===== src/rtl/fetch_pkg.sv =====
// Shared types and constants for the instruction-fetch sequencer.
package fetch_pkg;

    // Sequencer states; the encoding is free, only the names matter.
    typedef enum logic [1:0] {
        BOOT   = 2'd0,
        RUN    = 2'd1,
        HALTED = 2'd2,
        FAULT  = 2'd3
    } state_t;

    // Byte stride between consecutive instruction words.
    localparam logic [31:0] INSTR_BYTES = 32'd4;

    // Canonical RISC-V no-op (addi x0, x0, 0).
    localparam logic [31:0] NOP_INSTR = 32'h0000_0013;

endpackage


===== src/rtl/fetch_addr_check.sv =====
// Combinational word-alignment and range check for a word-addressed memory.
// Reusable for any memory whose legal byte range is 0 .. WORDS*4-1.
module fetch_addr_check #(
    parameter int unsigned IMEM_WORDS = 256
) (
    input  logic [31:0] addr,
    output logic        legal
);

    // One extra bit so a depth of 2^30 words still yields a correct limit.
    localparam logic [32:0] LIMIT = 33'(IMEM_WORDS) * 33'd4;

    // Legal when word aligned and below the end of memory; compared on all 32 bits.
    assign legal = (addr[1:0] == 2'b00) && ({1'b0, addr} < LIMIT);

endmodule


===== src/rtl/fetch_controller.sv =====
// Instruction-fetch sequencer: owns the PC, drives the instruction memory
// address, registers the returned word with its PC and hands it to decode
// over a valid/ready handshake. Handles redirects, halt and address faults.
module fetch_controller
    import fetch_pkg::*;
#(
    parameter logic [31:0] RESET_PC   = 32'h0000_0000,
    parameter int unsigned IMEM_WORDS = 256
) (
    input  logic        clk,
    input  logic        rst,
    output logic [31:0] imem_addr,
    input  logic [31:0] imem_instr,
    output logic        if_valid,
    input  logic        if_ready,
    output logic [31:0] if_instr,
    output logic [31:0] if_pc,
    input  logic        redirect,
    input  logic [31:0] redirect_pc,
    input  logic        halt_req,
    output logic        halted,
    output logic        fault,
    output logic [31:0] fault_pc
);

    state_t      state;
    state_t      state_next;
    logic [31:0] pc;
    logic        pc_legal;
    logic        redirect_legal;
    logic        consumed;
    logic        slot_free;
    logic        do_fetch;
    logic        do_redirect;
    logic        go_fault;
    logic        drop_valid;
    logic [31:0] fault_addr;

    fetch_addr_check #(.IMEM_WORDS(IMEM_WORDS)) u_pc_check (
        .addr  (pc),
        .legal (pc_legal)
    );

    fetch_addr_check #(.IMEM_WORDS(IMEM_WORDS)) u_redirect_check (
        .addr  (redirect_pc),
        .legal (redirect_legal)
    );

    // The memory address is the PC register itself, no extra logic in the path.
    assign imem_addr = pc;

    // Decode takes the held word this cycle; the slot can refill in the same edge.
    assign consumed  = if_valid && if_ready;
    assign slot_free = !if_valid || if_ready;

    // State register.
    always_ff @(posedge clk or posedge rst) begin
        // NOTE: sequential state uses non-blocking assignments so every flop
        // samples pre-edge values regardless of block ordering.
        if (rst) begin
            state <= BOOT;
        end else begin
            state <= state_next;
        end
    end

    // Next-state and per-cycle action decode; redirect outranks halt and fetch.
    always_comb begin
        // NOTE: every signal written here gets a default first, so no path
        // through the case leaves one unassigned and no latch is inferred.
        state_next  = state;
        do_fetch    = 1'b0;
        do_redirect = 1'b0;
        go_fault    = 1'b0;
        drop_valid  = 1'b0;
        fault_addr  = pc;

        case (state)
            BOOT: begin
                state_next = RUN;
            end

            RUN, HALTED: begin
                if (redirect) begin
                    do_redirect = 1'b1;
                    drop_valid  = 1'b1;
                    if (!redirect_legal) begin
                        go_fault   = 1'b1;
                        fault_addr = redirect_pc;
                        state_next = FAULT;
                    end else begin
                        state_next = halt_req ? HALTED : RUN;
                    end
                end else if (state == HALTED || halt_req) begin
                    // No fetch while halting or halted; only let decode drain.
                    drop_valid = consumed;
                    state_next = halt_req ? HALTED : RUN;
                end else if (slot_free) begin
                    if (pc_legal) begin
                        do_fetch = 1'b1;
                    end else begin
                        go_fault   = 1'b1;
                        drop_valid = 1'b1;
                        state_next = FAULT;
                    end
                end
            end

            FAULT: begin
                drop_valid = 1'b1;
            end

            default: begin
                state_next = BOOT;
            end
        endcase
    end

    // PC register: redirect target, sequential advance, or hold.
    always_ff @(posedge clk or posedge rst) begin
        if (rst) begin
            pc <= RESET_PC;
        end else if (do_redirect) begin
            pc <= redirect_pc;
        end else if (do_fetch) begin
            pc <= pc + INSTR_BYTES;
        end
    end

    // Output slot: capture on fetch, clear when drained or discarded, else hold.
    always_ff @(posedge clk or posedge rst) begin
        if (rst) begin
            if_valid <= 1'b0;
            if_instr <= '0;
            if_pc    <= '0;
        end else if (do_fetch) begin
            if_valid <= 1'b1;
            if_instr <= imem_instr;
            if_pc    <= pc;
        end else if (drop_valid) begin
            if_valid <= 1'b0;
        end
    end

    // Registered status: halted mirrors the HALTED state, fault is sticky.
    always_ff @(posedge clk or posedge rst) begin
        if (rst) begin
            halted   <= 1'b0;
            fault    <= 1'b0;
            fault_pc <= '0;
        end else begin
            halted <= (state_next == HALTED);
            if (go_fault) begin
                fault    <= 1'b1;
                fault_pc <= fault_addr;
            end
        end
    end

endmodule


===== config.mk =====
export PLATFORM = sky130hd
export DESIGN_NAME = fetch_controller
export DESIGN_NICKNAME = d
export VERILOG_FILES = /design/src/rtl/fetch_pkg.sv /design/src/rtl/fetch_addr_check.sv /design/src/rtl/fetch_controller.sv
export SDC_FILE = /design/constraint.sdc
export NUM_CORES = 1
export LEC_CHECK = 0
export BUFFER_PORTS_ARGS = -buffer_cell sky130_fd_sc_hd__buf_2
export CAP_MARGIN = 20
export CORE_MARGIN = 3
export CORE_UTILIZATION = 55
export CTS_BUF_LIST = sky130_fd_sc_hd__clkbuf_4 sky130_fd_sc_hd__clkbuf_8
export DETAILED_ROUTE_END_ITERATION = 8
export GPL_TIMING_DRIVEN = 0
export PLACE_DENSITY = 0.87
export SYNTH_ARGS = -nofsm -noshare
export SYNTH_HDL_FRONTEND = slang
export SYNTH_SLANG_ARGS = --single-unit

===== constraint.sdc =====
create_clock -name clk -period 12 [get_ports clk]
set_input_delay 2.4 -clock clk [delete_from_list [all_inputs] [get_ports clk]]
set_output_delay 2.4 -clock clk [all_outputs]
set_load 0.02 [all_outputs]

==> out/metrics.cfg <==
[run_status]
status = completed

[cells_and_area]
mostFrequentLayoutCells = buf_2 (204), dfrtp_1 (133), nand2_1 (93)
final-seq-area_um2 = 3330
fill_cells = 724
layout.nets = 809
mostFrequentLayoutCell = buf_2
drive_gt1_share_pct = 38.9
diodes = 0
final_core_utilization_pct = 73.4
areaGrowthSynthToFinish_pct = 27.8
multi_input_area_um2 = 2180

[die]
ioPinCount = 200
core_um2 = 9910
die_w_um = 108
die_area_um2 = 11600
initial_utilization_pct = 57.5
die_h_um = 108
rows = 36

[detailed_routing]
ant_nets = 0
wl_per_cell_um = 18.4
first_iter_violations = 486
via_count = 5073
wirelength_mm = 16.2
vias_per_cell = 5.76
drt-pass1-iter-count = 6
drc = 0

[cts]
cts_tree = done
htreeDepth = 4
clock-sinks = 133
cts-resized-gates = 0
clkSlewWorstSetupHoldPaths_ns = 0.08
cts_hold_buffers = 0
clock_path_buffers = 2
insertion_delay_ns = 0.44
post_cts_buffers = 0
cts-root-buf = clkbuf_8
numCtsBuffers = 17

[power_and_ir_drop]
ir_drop_uv = 155
finalPower_w = 0.00178
leakage_nw = 3.74
power_density_nw_per_um2 = 244

[critical_path]
cp_max_fo = 10
cp-start-kind = input port
path_class = input port to flop
cp.arrival_ns = 4.50
end_kind = flop
crit_chain = buf_2 -> nor4_1 -> nand4_1 -> o21ai_1 -> clkbuf_1 -> nor2_1 -> a31oi_1
slowest_delay_ns = 0.51
cp.required_ns = 12.33
slowest_stage = clkbuf_1

[logic_synthesis]
synth_edf_count = 0
synth_nets = 591
syn-cell-area_um2 = 5700
avgSynthCellArea_um2 = 11.0
syn-instance-count = 518
yosys_warnings = 0
synthArstFlopShare_pct = 100
synth-seq-cells = 133
ys_types = 42
synth_ff_type = dfrtp_1
ys_seq_area_share_pct = 58.4

[sta]
fin_crit_ns = 4.16
fin_crit_sh_pct = 34.7
max-slew-margin-rel_pct = 60.8
tightest_slew_ns = 0.588
tns_ns = 0
maxSlewViolCount = 0
clock.fmax_mhz = 240
fin_worst_skew_ns = 0.0111
setup_viol = 0
grt_setup_unrepaired = false
hold_viol = 0

[grt]
grt_pass1_vias = 5063
grt_max_degree = 80
antenna_found_initial = 0
grt_first_pass_wirelength_mm = 25.5
grt_usage_pct = 28.4
overflow = 0

[place]
gp_congestion = 0.873
portBuffers = 198
dp_hpwl_mm = 11.7

[flow_run]
drv_cap = 0

[worst_hold_path]
hp-class = flop to flop

flip-flops by register name, summed over array words and instances (netlist names):
signal and cells:
if_pc 32, state 2, imem_addr 32, fault 1
if_valid 1, if_instr 32, halted 1, fault_pc 32
power by group:
group / switching [W] / internal, W
Combinational: 0.000460 / 0.000266
Clock: 0.000179 / 0.000194
Sequential: 0.000107 / 0.000569
routing by layer:
metal  vias to the layer above  track usage, %  wire length (µm)
met4                         0            11.0               328
met2                       292            46.8              8050
met3                        37            6.54              1520
li1                       2287               -                 -
met1                      2457            36.7              6280
met5                         -               0                 0
synth_stat cells (all sizes together), types with 10 or more instances:
cell    instances  share of area, %
o221a          21               4.2
buf            14               1.5
clkbuf         20               1.3
a21oi          21               1.8
dfrtp         133                58
nor4           13               1.4
nor2           19               1.4
nand3          31               2.7
mux2           39               7.7
o211ai         11               1.4
o21ai          16               1.4
nand2          93               6.1
and2           30               3.3
a31oi          10               1.1
cells by family after synthesis:
kind of cell	after synthesis	share of synthesized area [%]
compound gates	95	12.4
fa+ha+maj	4	0.879
buf+inv	40	3.23
flops	133	58.4
mux	40	7.89
simple gates	206	17.2
stage by stage:
step / hold slack [ns] / cell area (µm²) / setup WS, ns / std cells
after floorplan: 0.544 / 5700 / 6.05 / 518
after global placement: 0.451 / 6850 / 4.80 / 849
after detailed placement: 0.452 / 6890 / 7.39 / 850
after CTS: 0.469 / 7280 / 7.85 / 881
after global routing: 0.489 / 7280 / 7.71 / 881
final: 0.462 / 7280 / 7.84 / 881
path summary, 6_finish.rpt:
kind	startpoint	endpoint	slack, ns	cells after the start
min in group asynchronous	rst	fault_pc[19]$_DFFE_PP0P_	2.01	2
worst min-delay path	fault$_DFFE_PP0P_	fault$_DFFE_PP0P_	0.46	1
worst max register to register	state[0]$_DFF_PP0_	fault_pc[8]$_DFFE_PP0P_	9.38	9
worst min register to register	fault$_DFFE_PP0P_	fault$_DFFE_PP0P_	0.46	1
worst max-delay path	redirect_pc[20]	fault_pc[8]$_DFFE_PP0P_	7.84	7
max in group asynchronous	rst	if_pc[30]$_DFFE_PP0P_	9.25	3
worst max-delay path, delay by kind of cell:
family	cells	cell delay (ns)
simple gates	3	0.72
buf+inv	2	0.64
compound gates	2	0.72
area by class of cell:
class                   instances  share of cell area (%)
plain buffers                  34                    2.22
clock buffers                  19                    3.59
clock inverters                12                    1.79
inverters                       6                   0.378
multi-input cells             345                    30.0
flip-flops and latches        133                    45.7
well taps                     133                    2.29
repair buffers                199                    14.0
(Power assumes the default switching activity.)
